==> src/rtl/rvfi_channel_serializer.sv <==
// Serializes up to NRET RVFI retirements/cycle into a 1-wide valid/ready stream, program order kept.
// Latency: push at edge N -> out_valid in cycle N+1; in_ready from registered level (full bundle must fit).
// Optional RVFI_SERIALIZER_ORDER_CHECK_EN adds sticky order_error (pre_pc vs previous post_pc).
module rvfi_channel_serializer #(
  parameter int XLEN  = 32,
  parameter int NRET  = 1,
  parameter int DEPTH = 8
) (
  input  logic                 clk,
  input  logic                 resetn,
  input  logic [NRET-1:0]      rvfi_valid,
  input  logic [NRET*32-1:0]   rvfi_insn,
  input  logic [NRET*5-1:0]    rvfi_rs1,
  input  logic [NRET*5-1:0]    rvfi_rs2,
  input  logic [NRET*5-1:0]    rvfi_rd,
  input  logic [NRET*XLEN-1:0] rvfi_pre_pc,
  input  logic [NRET*XLEN-1:0] rvfi_pre_rs1,
  input  logic [NRET*XLEN-1:0] rvfi_pre_rs2,
  input  logic [NRET*XLEN-1:0] rvfi_post_pc,
  input  logic [NRET*XLEN-1:0] rvfi_post_rd,
  input  logic [NRET-1:0]      rvfi_post_trap,
  output logic                 in_ready,
  output logic                 out_valid,
  input  logic                 out_ready,
  output logic [31:0]          out_insn,
  output logic [4:0]           out_rs1,
  output logic [4:0]           out_rs2,
  output logic [4:0]           out_rd,
  output logic [XLEN-1:0]      out_pre_pc,
  output logic [XLEN-1:0]      out_pre_rs1,
  output logic [XLEN-1:0]      out_pre_rs2,
  output logic [XLEN-1:0]      out_post_pc,
  output logic [XLEN-1:0]      out_post_rd,
  output logic                 out_post_trap,
  output logic [$clog2(DEPTH):0] level,
  output logic                 overflow
`ifdef RVFI_SERIALIZER_ORDER_CHECK_EN
  ,
  output logic                 order_error
`endif
);

  localparam int AW = $clog2(DEPTH);
  localparam int LW = AW + 1;

  typedef struct packed {
    logic [31:0]     insn;
    logic [4:0]      rs1;
    logic [4:0]      rs2;
    logic [4:0]      rd;
    logic [XLEN-1:0] pre_pc;
    logic [XLEN-1:0] pre_rs1;
    logic [XLEN-1:0] pre_rs2;
    logic [XLEN-1:0] post_pc;
    logic [XLEN-1:0] post_rd;
    logic            post_trap;
  } entry_t;

  entry_t          mem [DEPTH];
  entry_t          in_ent [NRET];
  entry_t          head;
  logic [AW-1:0]   wr_ptr;
  logic [AW-1:0]   rd_ptr;
  logic [LW-1:0]   k;
  logic [LW-1:0]   off [NRET];
  logic [LW-1:0]   level_next;
  logic            push;
  logic            pop;

  always_comb begin
    for (int i = 0; i < NRET; i++) begin
      in_ent[i].insn      = rvfi_insn[i*32 +: 32];
      in_ent[i].rs1       = rvfi_rs1[i*5 +: 5];
      in_ent[i].rs2       = rvfi_rs2[i*5 +: 5];
      in_ent[i].rd        = rvfi_rd[i*5 +: 5];
      in_ent[i].pre_pc    = rvfi_pre_pc[i*XLEN +: XLEN];
      in_ent[i].pre_rs1   = rvfi_pre_rs1[i*XLEN +: XLEN];
      in_ent[i].pre_rs2   = rvfi_pre_rs2[i*XLEN +: XLEN];
      in_ent[i].post_pc   = rvfi_post_pc[i*XLEN +: XLEN];
      in_ent[i].post_rd   = rvfi_post_rd[i*XLEN +: XLEN];
      in_ent[i].post_trap = rvfi_post_trap[i];
    end
  end

  // off[i] = number of valid channels below i: the compacted slot offset of channel i
  always_comb begin
    k = '0;
    for (int i = 0; i < NRET; i++) begin
      off[i] = k;
      k      = k + LW'(rvfi_valid[i]);
    end
  end

  assign in_ready   = (LW'(DEPTH) - level) >= LW'(NRET);
  assign push       = in_ready && (k != '0);
  assign out_valid  = (level != '0);
  assign pop        = out_valid && out_ready;
  assign level_next = level + (push ? k : '0) - LW'(pop);

  always_ff @(posedge clk) begin
    if (push) begin
      for (int i = 0; i < NRET; i++) begin
        if (rvfi_valid[i]) mem[wr_ptr + AW'(off[i])] <= in_ent[i];
      end
    end
  end

  always_ff @(posedge clk or negedge resetn) begin
    if (!resetn) begin
      wr_ptr   <= '0;
      rd_ptr   <= '0;
      level    <= '0;
      overflow <= 1'b0;
    end else begin
      if (push) wr_ptr <= wr_ptr + AW'(k);
      if (pop)  rd_ptr <= rd_ptr + AW'(1);
      level <= level_next;
      if ((k != '0) && !in_ready) overflow <= 1'b1;
    end
  end

  assign head          = mem[rd_ptr];
  assign out_insn      = head.insn;
  assign out_rs1       = head.rs1;
  assign out_rs2       = head.rs2;
  assign out_rd        = head.rd;
  assign out_pre_pc    = head.pre_pc;
  assign out_pre_rs1   = head.pre_rs1;
  assign out_pre_rs2   = head.pre_rs2;
  assign out_post_pc   = head.post_pc;
  assign out_post_rd   = head.post_rd;
  assign out_post_trap = head.post_trap;

`ifdef RVFI_SERIALIZER_ORDER_CHECK_EN
  logic [XLEN-1:0] last_post_pc;
  logic            last_vld;
  logic            last_trap;

  // A trapped predecessor leaves the next pc unconstrained, so that pop only reloads
  always_ff @(posedge clk or negedge resetn) begin
    if (!resetn) begin
      last_post_pc <= '0;
      last_vld     <= 1'b0;
      last_trap    <= 1'b0;
      order_error  <= 1'b0;
    end else if (pop) begin
      if (last_vld && !last_trap && (head.pre_pc != last_post_pc)) order_error <= 1'b1;
      last_post_pc <= head.post_pc;
      last_vld     <= 1'b1;
      last_trap    <= head.post_trap;
    end
  end

`ifdef FORMAL
  always @(posedge clk) begin
    if (resetn) assert (!order_error);
  end
`endif
`endif

endmodule

==> config.mk <==
export PLATFORM = sky130hd
export DESIGN_NAME = rvfi_channel_serializer
export DESIGN_NICKNAME = d
export VERILOG_FILES = /design/src/rtl/rvfi_channel_serializer.sv
export SDC_FILE = /design/constraint.sdc
export NUM_CORES = 2
export LEC_CHECK = 0
export ABC_AREA = 1
export BUFFER_PORTS_ARGS = -buffer_cell sky130_fd_sc_hd__clkbuf_2
export CORE_MARGIN = 1.5
export CORE_UTILIZATION = 60
export CTS_BUF_LIST = sky130_fd_sc_hd__clkbuf_8
export CTS_CLUSTER_DIAMETER = 80
export DETAILED_ROUTE_END_ITERATION = 7
export PLACE_DENSITY = 0.86
export REMOVE_ABC_BUFFERS = 1
export SYNTH_ARGS = -nofsm -noshare
export SYNTH_HDL_FRONTEND = slang
export SYNTH_SLANG_ARGS = --single-unit
==> constraint.sdc <==
create_clock -name clk -period 12 [get_ports clk]
set_input_delay 0.6 -clock clk [delete_from_list [all_inputs] [get_ports clk]]
set_output_delay 0.6 -clock clk [all_outputs]
set_load 0.01 [all_outputs]
==> metrics.txt <==
status complete, no violations; Hold Violations, Final 0; post-route non-filler standard cell count 7935; Die ar. approximately 110000 sq um; Final Instance Area 76440 sq um; power per cell area 248.1 nW/um^2; vias per inst around 5.8; clock-pin transition on the worst setup and hold timing paths around 0.070 ns; Reg power frac a little under 40%; most frequent cells after synthesis nor2_1 (1675), edfxtp_1 (1664), nand2_1 (1059), o21ai_0 (490), o21ai_1 (343); Worst Skew between 0.06 and 0.07 ns; Die X between 300 and 400 microns; crit path buf inv count 4; per-cell routed wire length approximately 21 microns; Total GRT Usage approximately 29%; CTS sink cnt 1675; H-tree Lvls 5; most frequent cell after synthesis nor2_1; Routability Congestion about 0.78; storage element area roughly 50000 sq um; TritonCTS Buffers 275; cell type with the highest aggregate area in the netlist edfxtp_1; fin crit period around 5.6 ns; register area share after synthesis about three quarters; Starting Density about three fifths; initial DRC count between 5000 and 6000; Cell Area, Synth 66650 sq um; Slew HR 23.65%; async set-reset flop share out of synthesis less than 1%; critical path class reg -> out; Mapped Avg Cell Area around 12 sq um; DP Worst Slack about 7.4 ns; TritonRoute pass-1 iters 6; CP delay by family, top buffers and inverters; switching share of power a little under 40%; largest net degree at the start of global routing about 280; multi-input logic area approximately 15000 sq um; crit path DAT ~5 ns; I/O Buffers approximately 430; Worst setup EP type output pin; Die Y ~340 microns; Critical Path Max Stage Delay 0.92 ns; overall power between 15 and 20 mW; slowest stage cell, crit path buf_4; post-synth top area share approximately 75%; number of remaining DRC errors 0; placed cells 7257; Worst-Margin Slew ~1.1 ns; Core ar. 110400 sq um; Switching Power 7.444 mW; Util after Layout 69.26%; clk buf depth 4; Clk Latency, worst-skew pair 0.96 ns; Syn Inst Count about 5600; Post-CTS Setup Inserts 0; Unique masters post-synth 24; Seq cells post-synth about 1700; number of antenna violations at the first check in global routing 20; Max VDD drop 0.0003042 V; final setup fails 0; TritonCTS clock tree yes; CP Launch Type flip-flop; via count 45850; Clk pwr share 23.3%; post-route ant nets 0; dominant synthesized flop cell edfxtp_1; Final WS setup between 6 and 7 ns; number of synthesis warnings 0; EDFF count, synth 1664; remaining global-route overflow 0; Req. time, crit path approximately 11 ns; CP most frequent cell nand2_1; final layout net count around 6500; IO Count about 430; Layout area overhead 14.69%; CP Max Fanout roughly 280; post-cts gate resize count 0; final WL 164800 microns; RSZ-0062 raised after global routing no; first-pass GRT wire length 249000 microns; Fill cells roughly 6700; Static Leak 28.52 nW; Synth area leaders edfxtp_1 (75%), nor2_1 (9.4%), nand2_1 (6.0%), o21ai_0 (3.7%), o21ai_1 (2.6%); HPWL after DPL 79350 microns; fraction of final layout cells sized beyond drive strength 1 between 10% and 20%; Max Slew Vio Count 0; cts hold-fix bufs 210; total internal power between 10 and 15 mW; fmax 0.1791 GHz; vias in the first global route 45760; Post-DP Area 69580 sq um; combinational power share ~37%; Final period util approximately 47%; Root Driver clkbuf_8; Cell Rows ~120; crit-path cells inv_16 -> buf_12 -> buf_4 -> o21ai_0 -> nand2_1 -> nand2_1 -> nand2_1 -> clkbuf_2; Max Cap Violations 0; Hold Path Class in -> async
-- final timing paths --
kind | from | endpoint | slack [ns] | depth (start not counted)
max in group asynchronous | resetn | rd_ptr[1] | 11.62 | 2
worst max-delay path | rd_ptr[0] | out_rs2[1] | 6.42 | 8
worst min-delay path | resetn | rd_ptr[2] | 0.12 | 2
worst max register to register | level[1] | mem[6][152] | 7.38 | 9
min in group clk | out_ready | rd_ptr[2] | 0.14 | 4
worst min register to register | overflow | overflow | 0.48 | 1
-- logic make-up (layout without fill, tap and decap cells) --
kind of cell	after synthesis	after routing	share of synthesized area (%)
AO/OA/AOI/OAI	837	837	6.302
other	0	19	0
AND/OR/NAND/NOR	2747	2747	15.50
XOR/XNOR	3	3	0.03943
buffers and inverters	343	1156	2.572
adder cells (fa/ha/maj)	10	10	0.1990
flip-flops	1675	1675	75.39
-- power groups by stage --
| stage | Clock (mW) | Sequential (mW) | Combinational (mW) |
|---|---|---|---|
| 3_5_place_dp | 0 | 7.64 | 6.66 |
| 5_1_grt | 4.70 | 7.59 | 7.63 |
| 6_report | 4.41 | 7.55 | 7.00 |
| 3_3_place_gp | 0 | 7.61 | 6.44 |
| 2_1_floorplan | 0 | 8.22 | 4.60 |
| 4_1_cts | 4.41 | 7.53 | 6.78 |
-- final cells by class --
cell class | instances | area share, %
clock buffers | 285 | 5.132
diodes | 19 | 0.06220
multi-input cells | 3597 | 19.30
clock inverters | 164 | 1.025
flip-flops and latches | 1675 | 65.75
well taps | 1488 | 2.436
inverters | 18 | 0.1293
repair buffers | 689 | 6.174
-- stage by stage --
| step | hold WS (ns) | TNS, ns |
|---|---|---|
| 2_1_floorplan | 0.3044 | -3812.84 |
| 3_3_place_gp | 0.4672 | 0 |
| 4_1_cts | 0.02120 | 0 |
| 3_5_place_dp | 0.4706 | 0 |
| 6_report | 0.1167 | 0 |
| 5_1_grt | 0.1014 | 0 |
-- cells in the final DEF (no fill, tap or decap), types with 19 or more instances in the layout --
cell | netlist | layout
buf_4 | 40 | 46
clkbuf_2 | 28 | 426
clkbuf_8 | 0 | 285
clkinv_1 | 0 | 60
clkinv_2 | 0 | 21
diode_2 | 0 | 19
dlygate4sd3_1 | 0 | 210
edfxtp_1 | 1664 | 1664
inv_1 | 16 | 85
nand2_1 | 1059 | 1059
nor2_1 | 1675 | 1667
o21ai_0 | 490 | 490
o21ai_1 | 343 | 343
-- metal layers --
metal / global-route usage (%) / wire length, microns
met1: 35.03 / 57930
met2: 48.30 / 82620
met3: 6.592 / 17890
met4: 13.37 / 6274
met5: 0 / 84
-- registers in the layout, summed over array words and instances (netlist names) --
| register | count |
|---|---|
| overflow | 1 |
| mem | 1664 |
| wr_ptr | 3 |
| rd_ptr | 3 |
| level | 4 |
(Power assumes the default switching activity.)
